==> config.mk <==
export PLATFORM = sky130hd
export DESIGN_NAME = store_credit_tracker
export DESIGN_NICKNAME = d
export VERILOG_FILES = /design/src/rtl/store_tracker_pkg.sv /design/src/rtl/store_id_alloc.sv /design/src/rtl/store_credit_tracker.sv
export SDC_FILE = /design/constraint.sdc
export NUM_CORES = 1
export LEC_CHECK = 0
export BUFFER_PORTS_ARGS = -buffer_cell sky130_fd_sc_hd__buf_2
export CAP_MARGIN = 25
export CORE_MARGIN = 2
export CORE_UTILIZATION = 28
export DETAILED_ROUTE_END_ITERATION = 7
export GPL_ROUTABILITY_DRIVEN = 0
export PLACE_DENSITY = 0.77
export SKIP_LAST_GASP = 1
export SLEW_MARGIN = 20
export SYNTH_ARGS = -nofsm -noshare
export SYNTH_HDL_FRONTEND = slang
export SYNTH_SLANG_ARGS = --single-unit
==> constraint.sdc <==
create_clock -name clk_i -period 2.6 [get_ports clk_i]
set_input_delay 0.52 -clock clk_i [delete_from_list [all_inputs] [get_ports clk_i]]
set_output_delay 0.52 -clock clk_i [all_outputs]
set_load 0.005 [all_outputs]
==> src/rtl/store_tracker_pkg.sv <==
// Shared types and helpers for the store credit tracker: configuration record,
// drain FSM state encoding and the non-idempotent address decode.
package store_tracker_pkg;

  localparam int unsigned NrMaxRules = 4;

  typedef struct packed {
    int unsigned                  PLEN;
    int unsigned                  MEM_TID_WIDTH;
    int unsigned                  DCACHE_MAX_TX;
    int unsigned                  MaxOutstandingStores;
    bit                           NonIdemPotenceEn;
    int unsigned                  NrNonIdempotentRules;
    logic [NrMaxRules-1:0][63:0]  NonIdempotentAddrBase;
    logic [NrMaxRules-1:0][63:0]  NonIdempotentLength;
  } cfg_t;

  // Neutral default configuration; real cores override every field.
  localparam cfg_t cva6_cfg_empty = '{
    PLEN:                  56,
    MEM_TID_WIDTH:         2,
    DCACHE_MAX_TX:         4,
    MaxOutstandingStores:  2,
    NonIdemPotenceEn:      1'b0,
    NrNonIdempotentRules:  0,
    NonIdempotentAddrBase: '0,
    NonIdempotentLength:   '0
  };

  typedef enum logic {
    IDLE,
    DRAIN
  } state_e;

  function automatic int unsigned min_u(int unsigned a, int unsigned b);
    return (a < b) ? a : b;
  endfunction

  // Address hits any active rule window [base, base+len).
  function automatic logic is_non_idempotent(cfg_t cfg, logic [63:0] addr);
    logic hit;
    hit = 1'b0;
    for (int i = 0; i < int'(NrMaxRules); i++) begin
      if ((i < int'(cfg.NrNonIdempotentRules)) &&
          (addr >= cfg.NonIdempotentAddrBase[i]) &&
          (addr < (cfg.NonIdempotentAddrBase[i] + cfg.NonIdempotentLength[i]))) begin
        hit = 1'b1;
      end
    end
    return hit;
  endfunction

endpackage

==> src/rtl/store_id_alloc.sv <==
// Transaction ID allocator: registered busy bitmap with set/clear ports and a
// lowest-free-ID priority encoder on the registered state.
module store_id_alloc #(
  parameter int unsigned NUM_ID = 4,
  parameter int unsigned ID_W   = 2
) (
  input  logic              clk,
  input  logic              rst_n,
  input  logic              set_en,
  input  logic [ID_W-1:0]   set_id,
  input  logic              clr_en,
  input  logic [ID_W-1:0]   clr_id,
  output logic [NUM_ID-1:0] busy,
  output logic [ID_W-1:0]   free_id,
  output logic              free_vld
);

  logic [NUM_ID-1:0] set_mask;
  logic [NUM_ID-1:0] clr_mask;

  always_comb begin
    set_mask = '0;
    clr_mask = '0;
    if (set_en) set_mask[set_id] = 1'b1;
    if (clr_en) clr_mask[clr_id] = 1'b1;
  end

  always_ff @(posedge clk or negedge rst_n) begin
    if (!rst_n) begin
      busy <= '0;
    end else begin
      busy <= (busy | set_mask) & ~clr_mask;
    end
  end

  // Scan downwards so the last hit written is the lowest free index.
  always_comb begin
    free_vld = 1'b0;
    free_id  = '0;
    for (int i = int'(NUM_ID) - 1; i >= 0; i--) begin
      if (!busy[i]) begin
        free_vld = 1'b1;
        free_id  = ID_W'(i);
      end
    end
  end

endmodule

==> src/rtl/store_credit_tracker.sv <==
// Store credit tracker between the store unit and the D$ port: ID allocation,
// in-flight bound, non-idempotent serialisation, fence drain. Optional watchdog
// is enabled by defining STORE_TRACKER_WATCHDOG_EN.
module store_credit_tracker
  import store_tracker_pkg::*;
#(
  parameter cfg_t CVA6Cfg = cva6_cfg_empty,
  localparam int unsigned PLEN   = CVA6Cfg.PLEN,
  localparam int unsigned TID_W  = CVA6Cfg.MEM_TID_WIDTH,
  localparam int unsigned NUM_ID = 1 << TID_W,
  localparam int unsigned LIMIT  = min_u(CVA6Cfg.MaxOutstandingStores, CVA6Cfg.DCACHE_MAX_TX),
  localparam int unsigned CNT_W  = $clog2(LIMIT + 1)
) (
  input  logic             clk_i,
  input  logic             rst_ni,
  input  logic             req_valid_i,
  output logic             req_ready_o,
  input  logic [PLEN-1:0]  req_addr_i,
  output logic [TID_W-1:0] req_tid_o,
  input  logic             rsp_valid_i,
  input  logic [TID_W-1:0] rsp_tid_i,
  input  logic             fence_i,
  output logic             fence_done_o,
  output logic [CNT_W-1:0] cnt_o,
  output logic             err_o
);

  logic [NUM_ID-1:0] busy;
  logic [TID_W-1:0]  free_id;
  logic              free_vld;
  logic              ni_req;
  logic              accept;
  logic              rsp_hit;
  logic              rsp_miss;
  logic              wd_err;

  state_e            state_q;
  logic [CNT_W-1:0]  cnt_q;
  logic [CNT_W-1:0]  cnt_d;
  logic              ni_pending_q;
  logic [TID_W-1:0]  ni_tid_q;
  logic              err_q;
  logic              fence_done_q;

  store_id_alloc #(
    .NUM_ID (NUM_ID),
    .ID_W   (TID_W)
  ) u_id_alloc (
    .clk      (clk_i),
    .rst_n    (rst_ni),
    .set_en   (accept),
    .set_id   (free_id),
    .clr_en   (rsp_hit),
    .clr_id   (rsp_tid_i),
    .busy     (busy),
    .free_id  (free_id),
    .free_vld (free_vld)
  );

  assign ni_req = CVA6Cfg.NonIdemPotenceEn ? is_non_idempotent(CVA6Cfg, 64'(req_addr_i)) : 1'b0;

  // A fence in the same cycle wins over a pending request.
  assign req_ready_o = (state_q == IDLE) & ~fence_i & (cnt_q < CNT_W'(LIMIT)) & free_vld &
                       ~(ni_req & (cnt_q != '0)) & ~ni_pending_q;
  assign accept      = req_valid_i & req_ready_o;
  assign rsp_hit     = rsp_valid_i & busy[rsp_tid_i];
  assign rsp_miss    = rsp_valid_i & ~busy[rsp_tid_i];

  always_comb begin
    cnt_d = cnt_q;
    case ({accept, rsp_hit})
      2'b10:   cnt_d = cnt_q + CNT_W'(1);
      2'b01:   cnt_d = cnt_q - CNT_W'(1);
      default: cnt_d = cnt_q;
    endcase
  end

  // Drain FSM; done pulses in the cycle after the count reaches zero.
  always_ff @(posedge clk_i or negedge rst_ni) begin
    if (!rst_ni) begin
      state_q      <= IDLE;
      fence_done_q <= 1'b0;
    end else begin
      fence_done_q <= 1'b0;
      case (state_q)
        IDLE: begin
          if (fence_i) begin
            if (cnt_d == '0) fence_done_q <= 1'b1;
            else             state_q      <= DRAIN;
          end
        end
        DRAIN: begin
          if (cnt_d == '0) begin
            fence_done_q <= 1'b1;
            state_q      <= IDLE;
          end
        end
        default: state_q <= IDLE;
      endcase
    end
  end

  always_ff @(posedge clk_i or negedge rst_ni) begin
    if (!rst_ni) begin
      cnt_q        <= '0;
      ni_pending_q <= 1'b0;
      ni_tid_q     <= '0;
      err_q        <= 1'b0;
    end else begin
      cnt_q <= cnt_d;
      err_q <= err_q | rsp_miss | wd_err;
      if (accept && ni_req) begin
        ni_pending_q <= 1'b1;
        ni_tid_q     <= free_id;
      end else if (rsp_hit && ni_pending_q && (rsp_tid_i == ni_tid_q)) begin
        ni_pending_q <= 1'b0;
      end
    end
  end

`ifdef STORE_TRACKER_WATCHDOG_EN
  logic [15:0] wd_q;

  // Counts stalled cycles with stores in flight; saturates at all-ones.
  always_ff @(posedge clk_i or negedge rst_ni) begin
    if (!rst_ni) begin
      wd_q <= '0;
    end else if (rsp_valid_i || (cnt_q == '0)) begin
      wd_q <= '0;
    end else if (wd_q != 16'hFFFF) begin
      wd_q <= wd_q + 16'd1;
    end
  end

  assign wd_err = (wd_q == 16'hFFFF);
`else
  assign wd_err = 1'b0;
`endif

  assign req_tid_o    = free_id;
  assign cnt_o        = cnt_q;
  assign err_o        = err_q;
  assign fence_done_o = fence_done_q;

endmodule

# After elaboration in Yosys (flattened, before gate mapping)
# Index checks and enable logic that the tools add are counted.
[totals]
out_inout_bits = 7
elab_cells = 53
inputBits = 63
ramBits = 0
n_memories = 0
rom_bits = 0
regBits = 9
latchBits = 0
[op_classes]
bitwise = 13
n_eq_ne = 2
n_mul = 0
reduce_logical = 3
shift = 0
magnitude_cmp = 5
n_mux = 23
add_sub_neg = 2
div_mod_pow = 0
[ops]
columns = ["operator", "count"]
rows = [
  ["2-to-1 mux 1 bit", 11],
  ["2-to-1 mux 2 bit", 4],
  ["2-to-1 mux 4 bit", 2],
  ["AND 1 bit", 6],
  ["less-than comparator 2 x 3 -> 1 bit (second input constant)", 2],
  ["AND 4 bit", 1],
  ["demux 1 bit (select 2 bit)", 2],
  [">= comparator 2 x 1 -> 1 bit (second input constant)", 2],
  ["inverter 4 bit", 1],
  ["bitwise OR 4 bit", 1],
  ["case mux 1 bit (2 select lines)", 2],
  ["case mux 2 bit (2 select lines)", 1],
  ["inverter 1 bit", 3],
  ["adder 2 x 1 -> 2 bit (second input constant)", 1],
  ["binary-select mux 1 bit (select 2 bit)", 1],
  ["equality test 2 x 1 -> 1 bit (second input constant)", 1],
  ["equality test 2 bit (second input constant)", 1],
  ["logical AND 1 bit", 2],
  ["logical NOT 2 bit", 1],
  ["less-than comparator 2 bit (second input constant)", 1],
  ["subtractor 2 x 1 -> 2 bit (second input constant)", 1],
  ["bitwise OR 1 bit", 1],
]

# Depth between registers and ports, before layout
# Gate-level depths: netlist (run 1).
[depth]
depth_word = 12
depth_mapped = 6
depth_no_buf = 6

# Cells and area by module
# A second synthesis (run 1) with hierarchy kept.
[unflattened]
hier_cells = 44
area_unflattened_um2 = 476.7
[modules_own_cells]
columns = ["mod", "seq_area_each_um2", "instances", "area_each_um2", "cells_per_inst"]
rows = [
  ["store_credit_tracker", 125.1, 1, 270.3, 24],
  ["store_id_alloc", 100.1, 1, 206.4, 20],
]

# Worst setup path after synthesis (run 1)
# No wires, ideal clock.
[synth_path]
path_type = "in2reg"
from = "input rsp_tid_i[0]"
to = "register fence_done_q, in the netlist fence_done_o"
setup_ns = 0.065
path_stages = 6
path_slack_ns = 0.687
t_required_ns = 2.535
arrival_time_ns = 1.848
path_buffers = 0
cell_sequence = "mux4_2 > and2_1 > ha_1 > nand2b_1 > o22ai_1 > and2b_1"
[synth_between]
elab_chain_cells = 9
elab_cells_between_ends = 10
cone_classes = "eq/ne (2); mux (6); bitwise (1); reduce/logical (1)"
[synth_rtl]
columns = ["item", "line", "text"]
rows = [
  ["from (decl)", "store_credit_tracker.sv:21", "input logic [TID_W-1:0] rsp_tid_i,"],
  ["binary-select mux 1 bit (select 2 bit) *", "store_credit_tracker.sv:66", "assign rsp_hit = rsp_valid_i & busy[rsp_tid_i];"],
  ["2-to-1 mux 1 bit (not written as such) *", "store_credit_tracker.sv:66", ""],
  ["AND 1 bit *", "store_credit_tracker.sv:66", ""],
  ["equality test 2 x 1 -> 1 bit or equality test 2 bit (tied branches)", "store_credit_tracker.sv:71", "case ({accept, rsp_hit})"],
  ["case mux 2 bit (2 select lines) *", "store_credit_tracker.sv:71", ""],
  ["logical NOT 2 bit *", "store_credit_tracker.sv:88, store_credit_tracker.sv:93", ""],
  ["2-to-1 mux 1 bit *", "store_credit_tracker.sv:88, store_credit_tracker.sv:93", ""],
  ["2-to-1 mux 1 bit", "store_credit_tracker.sv:87", "if (fence_i) begin"],
  ["case mux 1 bit (2 select lines) *", "store_credit_tracker.sv:85", "case (state_q)"],
  ["to (signal assigned)", "store_credit_tracker.sv:84", "fence_done_q <= 1'b0;"],
  ["to (signal assigned)", "store_credit_tracker.sv:88", "if (cnt_d == '0) fence_done_q <= 1'b1;"],
  ["to (signal assigned)", "store_credit_tracker.sv:94", "fence_done_q <= 1'b1;"],
  ["to (decl)", "store_credit_tracker.sv:43", "logic fence_done_q;"],
]
# Mark *: on every way between the ends. The rest lies on a longest branch, timed or not. The select of a mux whose other input is x is not followed.

# Worst setup path after layout (run 1)
[layout_path]
from = "register u_id_alloc.busy[0]"
to = "register fence_done_q, in the netlist fence_done_o"
[layout_between]
elab_chain_cells = 9
elab_cells_between_ends = 13
cone_classes = "eq/ne (2); mux (7); bitwise (3); reduce/logical (1)"
[layout_rtl]
columns = ["item", "line", "text"]
rows = [
  ["from (decl)", "store_id_alloc.sv:13", "output logic [NUM_ID-1:0] busy,"],
  ["from (signal assigned)", "store_id_alloc.sv:32", "busy <= (busy | set_mask) & ~clr_mask;"],
  ["binary-select mux 1 bit (select 2 bit) or 2-to-1 mux 1 bit (tied branches)", "store_credit_tracker.sv:66, store_id_alloc.sv:41", ""],
  ["2-to-1 mux 1 bit (not written as such) or AND 1 bit (tied branches)", "store_credit_tracker.sv:66, store_credit_tracker.sv:63", ""],
  ["AND 1 bit, on equally long branches", "store_credit_tracker.sv:66, store_credit_tracker.sv:65", ""],
  ["equality test 2 x 1 -> 1 bit or equality test 2 bit (tied branches)", "store_credit_tracker.sv:71", ""],
  ["case mux 2 bit (2 select lines) *", "store_credit_tracker.sv:71", ""],
  ["logical NOT 2 bit *", "store_credit_tracker.sv:88, store_credit_tracker.sv:93", ""],
  ["2-to-1 mux 1 bit *", "store_credit_tracker.sv:88, store_credit_tracker.sv:93", ""],
  ["2-to-1 mux 1 bit", "store_credit_tracker.sv:87", ""],
  ["case mux 1 bit (2 select lines) *", "store_credit_tracker.sv:85", ""],
]
# Marked as above.

==> results_dict.tcl, run 1 <==
set metrics [dict create \
    status "complete, no violations" \
    synth_ff_type "dfrtp_1" \
    cts_tree "built" \
    io_pins 70 \
    power_frac_clock 0.193 \
    cap_violations 0 \
    cts.htree.levels 1 \
    path_max_fanout 8 \
    core_um2 1540 \
    hold_buffers 0 \
    ys_top_cells_by_count "dfrtp_1 (9), nor2_1 (5), nand2_1 (3), nand2b_1 (3)" \
    cp-start-kind "flip-flop" \
    placement.cell_area_um2 556 \
    pre_cts_slack_ns 0.432 \
    netlist.top_cell.by_area "dfrtp_1" \
    yosysSeqAreaShare 0.479 \
    yosysUniqueCellTypes 22 \
    p_switching_uw 210 \
    drive_gt1_frac 0.290 \
    vias_per_cell 5.01 \
    clock-sinks 9 \
    dp_hpwl_um 726 \
    synth_seq_cells 9 \
    setup_viol 0 \
    cts_root_buf "clkbuf_4" \
    clockBufferDepth 2 \
    final_cell_count_no_fill 78 \
    die_h_um 45.0 \
    hold_path_class "in -> async" \
    yosysMostFrequentCell "dfrtp_1" \
    cts_buffers 3 \
    rows 14 \
    netlist_instances 45 \
    slew_viol_final 0 \
    drc 0 \
    post_cts_resized 0 \
    antennaDiodeCount 0 \
    start_util 0.305 \
    wl_per_cell_um 11.8 \
    r2r_slack_ns 0.65 \
    ys.warnings.count 0 \
    seqPwrFrac 0.453 \
    skew_ns 0.00146 \
    end_kind "flip-flop" \
    ant_nets 0 \
    syn_area_um2 470 \
    vias 391 \
    die-area_um2 2020 \
    grt_antenna_before_repair 0 \
    syn_area_per_cell_um2 10.5 \
    drt_iter0_markers 4 \
    ir_worst_vdd_v 0.000395 \
    setup_slack_ns 0.649 \
    clk_pin_slew_ns 0.06 \
    ys_async_sr_fraction 1.00 \
    syn_to_final_growth_pct 23.7 \
    worst_pin_slew_ns 0.284 \
    synth_top_area_share 0.479 \
    swShare 0.367 \
    finalHoldViolCount 0 \
    slew_headroom 0.810 \
    fmax_mhz 512 \
    internal_power_uw 363 \
    postCtsSetupRepairBufs 0 \
    path_class "reg -> reg" \
    r2r-start "u_id_alloc.busy[0]$_DFF_PN0_" \
    grt_max_degree 10 \
    io_buffer_count 13 \
    ff2ff_path_depth 6 \
    rr_endpoint "fence_done_o$_DFF_PN0_" \
    syn_nets 109 \
    overflow 0 \
    dr.pass1.iters 4 \
    drt_wl_total_um 924 \
    min_period_over_period 0.751 \
    grt_pass1_wl_mm 1.61 \
    synth_edf_count 0 \
    die_width_um 45.0 \
    grt_pass1_vias 373 \
    fin_area_um2 582 \
    leakagePower_nw 0.273 \
    combPwrFrac 0.354 \
    dp_cells 74 \
    period_minus_slack_ns 1.95 \
    grt_usage 0.117 \
    power_density_nw_per_um2 985 \
    synth_area_leaders "dfrtp_1 (48%), nor4b_4 (5.1%), mux4_2 (4.8%), nand2b_1 (4.0%), nor2_1 (4.0%)" \
    nets 127 \
    whs_ns 0.0963 \
    setup_tns_ns 0 \
    cp_data_arrival_time_ns 2.15 \
    rsz0062_at_grt "no" \
    worstPathRequired_ns 2.80 \
    clk_latency_ns 0.26 \
]
[layout make-up]
cell class / count / area [um2]
fill: 162 / 960
multi-input combinational: 34 / 238
sequential: 9 / 225
timing repair buffer: 13 / 65.1
clock buffer: 4 / 26.3
tap: 16 / 20.0
inverter: 2 / 7.51
[stage by stage]
step / utilization / total power [mW]
global route: 0.377 / 0.631
CTS: 0.377 / 0.580
finish: 0.377 / 0.573
floorplan: - / 0.386
global placement: 0.360 / 0.456
detailed placement: 0.360 / 0.467
[cell families (layout without fill, tap and decap cells)]
family,count (synthesis),count (layout),synth area share
simple gates,18,18,0.239
compound gates,11,11,0.136
flops,9,9,0.479
xor+xnor,3,3,0.0559
buf+inv,2,19,0.0160
fa+ha+maj,1,1,0.0266
mux,1,1,0.0479
[flip-flops by register name, summed over array words and instances (netlist names)]
name             count
fence_done_o         1
err_o                1
state_q              1
u_id_alloc.busy      4
cnt_o                2
[metal layers]
| metal | vias to the layer above | GRT usage | wire length [um] |
|---|---|---|---|
| met3 | 5 | 0.0280 | 71 |
| met2 | 17 | 0.137 | 358 |
| met1 | 176 | 0.162 | 446 |
| li1 | 193 | - | - |
| met5 | - | 0 | 0 |
| met4 | 0 | 0.124 | 47 |
[cells in the final DEF (no fill, tap or decap)]
master    Yosys  routed
a21boi_0      1       1
a21oi_1       2       2
a31oi_1       2       2
and2_1        2       2
and2b_1       1       1
and3b_1       1       1
buf_2         0      13
clkbuf_1      0       1
clkbuf_4      0       3
dfrtp_1       9       9
ha_1          1       1
inv_1         2       2
mux4_2        1       1
nand2_1       3       3
nand2b_1      3       3
nand3_1       1       1
nand4_1       1       1
nor2_1        5       5
nor4b_4       1       1
o21ai_0       2       2
o21ai_1       2       2
o21bai_1      1       1
o22ai_1       1       1
xnor2_1       2       2
xor2_1        1       1
[power by group through the flow]
| stage | Sequential (mW) | Combinational (mW) | Clock [mW] |
|---|---|---|---|
| 6_report | 0.260 | 0.203 | 0.111 |
| 5_1_grt | 0.271 | 0.234 | 0.126 |
| 4_1_cts | 0.260 | 0.206 | 0.114 |
| 3_5_place_dp | 0.263 | 0.204 | 0 |
| 3_3_place_gp | 0.259 | 0.196 | 0 |
| 2_1_floorplan | 0.253 | 0.133 | 0 |
[critical path, stage by stage, from the launching register on]
cell and delay, ns:
dfrtp_1 0.45, mux4_2 0.49, and2_1 0.18, ha_1 0.30
nand2b_1 0.17, o22ai_1 0.16, and2b_1 0.15
[worst max-delay path by stage]
stage	start	end	slack [ns]	depth (start not counted)
after floorplan	rsp_tid_i[0]	fence_done_o$_DFF_PN0_	0.69	6
after global placement	rsp_tid_i[0]	fence_done_o$_DFF_PN0_	0.47	7
after detailed placement	rsp_tid_i[0]	fence_done_o$_DFF_PN0_	0.43	7
after CTS	u_id_alloc.busy[0]$_DFF_PN0_	fence_done_o$_DFF_PN0_	0.65	6
after global routing	u_id_alloc.busy[0]$_DFF_PN0_	fence_done_o$_DFF_PN0_	0.53	6
final	u_id_alloc.busy[0]$_DFF_PN0_	fence_done_o$_DFF_PN0_	0.65	6
(Power assumes the default switching activity.)
==> run 2, diff against run 1 <==
Clock period 2.6 ns to 1.9 ns, I/O delays scaled along.
==> results_dict.tcl, run 2 (synthesis gave the netlist of run 1 again) <==
set metrics [dict create \
    cts_root_buf "clkbuf_4" \
    power_frac_clock 0.163 \
    p_switching_uw 325 \
    setup_viol 0 \
    mostFrequentLayoutCell "buf_2" \
    dr.pass1.iters 4 \
    worst_pin_slew_ns 0.340 \
    ir_worst_vdd_v 0.000598 \
    grt_antenna_before_repair 0 \
    fmax_mhz 552 \
    whs_ns 0.413 \
    regMostFlops "u_id_alloc.busy" \
    combPwrFrac 0.460 \
    r2r-start "u_id_alloc.busy[3]$_DFF_PN0_" \
    crit_buf_inv 0 \
    min_period_over_period 0.953 \
    regArea_um2 225 \
    die_h_um 45.0 \
    drt_wl_total_mm 1.07 \
    skew_ns 0.00225 \
    n_fill_cell 156 \
    clockBufferDepth 2 \
    grt_pass1_vias 417 \
    finalHoldViolCount 0 \
    core_um2 1540 \
    status "complete, no violations" \
    die-area_um2 2020 \
    path_class "reg -> reg" \
    period_minus_slack_ns 1.81 \
    crit_path_cell_trace "mux4_2, and2_1, ha_4, nand2b_4, o22ai_2, and2b_1" \
    dp_hpwl_um 805 \
    hp-start "rsp_valid_i" \
    slowest_stage "mux4_2" \
    rows 14 \
    rsz0062_at_grt "no" \
    internal_power_uw 568 \
    hold_path_class "in -> reg" \
    cap_violations 0 \
    grt_max_degree 10 \
    wl_per_cell_um 12.5 \
    final_cell_count_no_fill 85 \
    slew_viol_final 0 \
    cp-start-kind "flip-flop" \
    vias 427 \
    overflow 0 \
    pre_cts_slack_ns -0.0999 \
    setup_tns_ns 0 \
    drt_iter0_markers 7 \
    antennaDiodeCount 0 \
    slowest_delay_ns 0.49 \
    cts.htree.levels 1 \
    worstPathRequired_ns 2.05 \
    drive_gt1_frac 0.406 \
    largest_reg_flops 4 \
    setup_slack_ns 0.0890 \
    dp_cells 80 \
    cp_data_arrival_time_ns 1.96 \
    seqPwrFrac 0.377 \
    swShare 0.364 \
    final_cell_mix "buf_2 (13), dfrtp_1 (9), buf_4 (6), nor2_1 (5)" \
    syn_to_final_growth_pct 42.6 \
    nets 134 \
    io_pins 70 \
    slew_headroom 0.774 \
    start_util 0.305 \
    path_max_fanout 3 \
    cts_buffers 3 \
    leakagePower_nw 0.324 \
    startpoint "u_id_alloc.busy[3]$_DFF_PN0_" \
    vias_per_cell 5.02 \
    drc 0 \
    multi_input_area_um2 272 \
    clock-sinks 9 \
    end_kind "flip-flop" \
    clk_latency_ns 0.26 \
    io_buffer_count 13 \
    die_width_um 45.0 \
    grt_pass1_wl_mm 1.73 \
    cts_tree "built" \
    clk_pin_slew_ns 0.06 \
    grt_usage 0.125 \
    cp_top_family "simple AND/OR/NAND/NOR gates" \
    r2r_slack_ns 0.09 \
    ant_nets 0 \
    power_density_nw_per_um2 1330 \
]
## run 2: routing by layer
layer,up-vias,global-route usage,share of wire
li1,208,-,-
met4,0,0.106,0.018
met1,199,0.156,0.45
met3,2,0.0240,0.067
met2,18,0.183,0.46
met5,-,0,0
## run 2: final timing paths
check / to / depth (start not counted)
worst max-delay path: fence_done_o$_DFF_PN0_ / 6
worst min-delay path: err_o$_DFF_PN0_ / 3
worst max register to register: fence_done_o$_DFF_PN0_ / 6
worst min register to register: err_o$_DFF_PN0_ / 1
max in group asynchronous: cnt_o[1]$_DFF_PN0_ / 2
min in group asynchronous: cnt_o[0]$_DFF_PN0_ / 2
## run 2: final cells by class
type | instances | area share
inverters | 2 | 0.0112
multi-input cells | 34 | 0.405
repair buffers | 20 | 0.179
clock buffers | 4 | 0.0392
well taps | 16 | 0.0299
flip-flops and latches | 9 | 0.336
## run 2: tightest hold or removal path, stage by stage
cell	delay (ns)
buf_2	0.11
inv_1	0.06
o21bai_1	0.08
## run 2: power groups by stage
stage | combinational, mW | clock (mW) | sequential (mW)
finish | 0.411 | 0.145 | 0.337
global route | 0.455 | 0.158 | 0.346
CTS | 0.384 | 0.152 | 0.328
detailed placement | 0.361 | 0 | 0.330
global placement | 0.348 | 0 | 0.323
floorplan | 0.183 | 0 | 0.346
## run 2: metrics by stage
step	util	area, um2	power [mW]
global placement	0.390	601	0.671
floorplan	-	470	0.529
finish	0.435	671	0.893
detailed placement	0.390	601	0.691
global route	0.435	671	0.960
CTS	0.417	643	0.865
## run 2: repair_timing
action / 4_1_cts / 5_1_grt
endpoints found under the setup margin: 1 / 2
pin swaps: 0 / 1
hold buffers: 1 / 0
endpoints found under the hold margin: 9 / 0
buffers inserted: 0 / 0
resized for setup: 1 / 3
==> run 3, diff against run 2 <==
Settings changed: CORE_ASPECT_RATIO from default to 0.75, CORE_UTILIZATION 28 to 25, PLACE_DENSITY 0.77 to 0.73.
Clock period 1.9 ns to 1.55 ns, I/O delays scaled along.
==> results_dict.tcl, run 3 (synthesis gave the netlist of run 1 again) <==
set metrics [dict create \
    ff2ff_path_depth 6 \
    syn_to_final_growth_pct 47.1 \
    placement.cell_area_um2 644 \
    fmax_mhz 566 \
    wl_met2_um 430 \
    nets 135 \
    grt_pass1_vias 405 \
    finalHoldViolCount 0 \
    wl_met3_um 75 \
    cts_buffers 3 \
    ir_worst_vdd_v 0.000663 \
    violations "setup timing" \
    n_fill_cell 178 \
    die_h_um 41.6 \
    worstPathRequired_ns 1.70 \
    final_util 0.394 \
    vias 411 \
    drt_iter0_markers 6 \
    final_cell_mix "buf_2 (13), dfrtp_1 (9), buf_4 (7), nor2_1 (5)" \
    leakagePower_nw 0.328 \
    startpoint "u_id_alloc.busy[3]$_DFF_PN0_" \
    vias_per_cell 4.47 \
    path_class "reg -> reg" \
    fin_area_um2 692 \
    dp_hpwl_um 855 \
    grt_usage 0.108 \
    rsz0062_at_grt "yes" \
    ant_nets 0 \
    grt_max_degree 10 \
    grt_pass1_wl_mm 1.69 \
    dr.pass1.iters 5 \
    r2r-start "u_id_alloc.busy[3]$_DFF_PN0_" \
    cp_data_arrival_time_ns 1.92 \
    grt_antenna_before_repair 0 \
    overflow 0 \
    cts.htree.levels 1 \
    cp-start-kind "flip-flop" \
    min_path_cells 3 \
    slew_headroom 0.851 \
    power_density_nw_per_um2 1610 \
    start_util 0.268 \
    clockBufferDepth 2 \
    antennaDiodeCount 0 \
    die_width_um 54.1 \
    setup_slack_ns -0.217 \
    wl_per_cell_um 11.3 \
    crit_path_end "fence_done_o$_DFF_PN0_" \
    setup_tns_ns -0.607 \
    cts_root_buf "clkbuf_4" \
    r2r_slack_ns -0.22 \
    mostFrequentLayoutCell "buf_2" \
    die-area_um2 2250 \
    skew_ns 0.00283 \
    drive_gt1_frac 0.443 \
    cts_tree "built" \
    finalPower_mw 1.11 \
    clk_pin_slew_ns 0.06 \
    hold_path_class "in -> reg" \
    min_period_over_period 1.14 \
    largest_reg_flops 4 \
    drc 0 \
    io_pins 70 \
    io_buffer_count 13 \
    end_kind "flip-flop" \
    path_max_fanout 3 \
    dp_cells 87 \
    drt_wl_total_mm 1.04 \
    rr_endpoint "fence_done_o$_DFF_PN0_" \
    clk_latency_ns 0.26 \
    worst_pin_slew_ns 0.223 \
    rows 13 \
    final_cell_count_no_fill 92 \
    slew_viol_final 0 \
    cap_violations 0 \
    clock-sinks 9 \
    setup_viol 4 \
    status "finished with violations" \
    wl_met1_um 523 \
    period_minus_slack_ns 1.77 \
    core_um2 1760 \
    postCtsSetupRepairBufs 0 \
    top_layer_used "met4" \
    regMostFlops "u_id_alloc.busy" \
]
## run 3: how the worst min path moves through the flow
stage | startpoint | to
final | rsp_valid_i | err_o$_DFF_PN0_
after floorplan | rst_ni | cnt_o[0]$_DFF_PN0_
after global placement | rst_ni | u_id_alloc.busy[0]$_DFF_PN0_
after global routing | rsp_valid_i | err_o$_DFF_PN0_
after detailed placement | rst_ni | u_id_alloc.busy[3]$_DFF_PN0_
after CTS | rsp_valid_i | err_o$_DFF_PN0_
## run 3: what timing repair did
action,4_1_cts,5_1_grt
resized for setup,1,2
hold buffers,1,0
pin swaps,1,1
hold endpoints to repair,9,0
endpoints found under the setup margin,5,5
## run 3: critical path: stages (launching register included)
cell and delay, ns:
dfrtp_1 0.39, mux4_2 0.50, and2_4 0.16, ha_4 0.26
nand2b_4 0.11, o22ai_2 0.08, and2b_1 0.16
## run 3: report_power, final
| part | switching (mW) | internal [mW] |
|---|---|---|
| Clock | 0.0825 | 0.0992 |
| Sequential | 0.0679 | 0.319 |
| Combinational | 0.245 | 0.299 |
## run 3: cell type report
type / instances / area, um2 / area share
Inverter: 2 / 7.51 / 0.0108
Clock buffer: 4 / 26.3 / 0.0380
Sequential cell: 9 / 225 / 0.325
Multi-Input combinational cell: 34 / 278 / 0.401
Tap cell: 22 / 27.5 / 0.0398
Timing Repair Buffer: 21 / 128 / 0.184
## run 3: metrics by stage
step | setup WS, ns | hold slack [ns]
detailed placement | -0.283 | 0.177
floorplan | -0.195 | 0.0144
global placement | -0.275 | 0.173
CTS | -0.218 | 0.356
global route | -0.258 | 0.355
finish | -0.217 | 0.360
## run 3: routing by layer
metal | GRT usage | vias up
met1 | 0.145 | 186
met5 | 0 | -
li1 | - | 208
met4 | 0.0750 | 0
met3 | 0.0216 | 2
met2 | 0.154 | 15
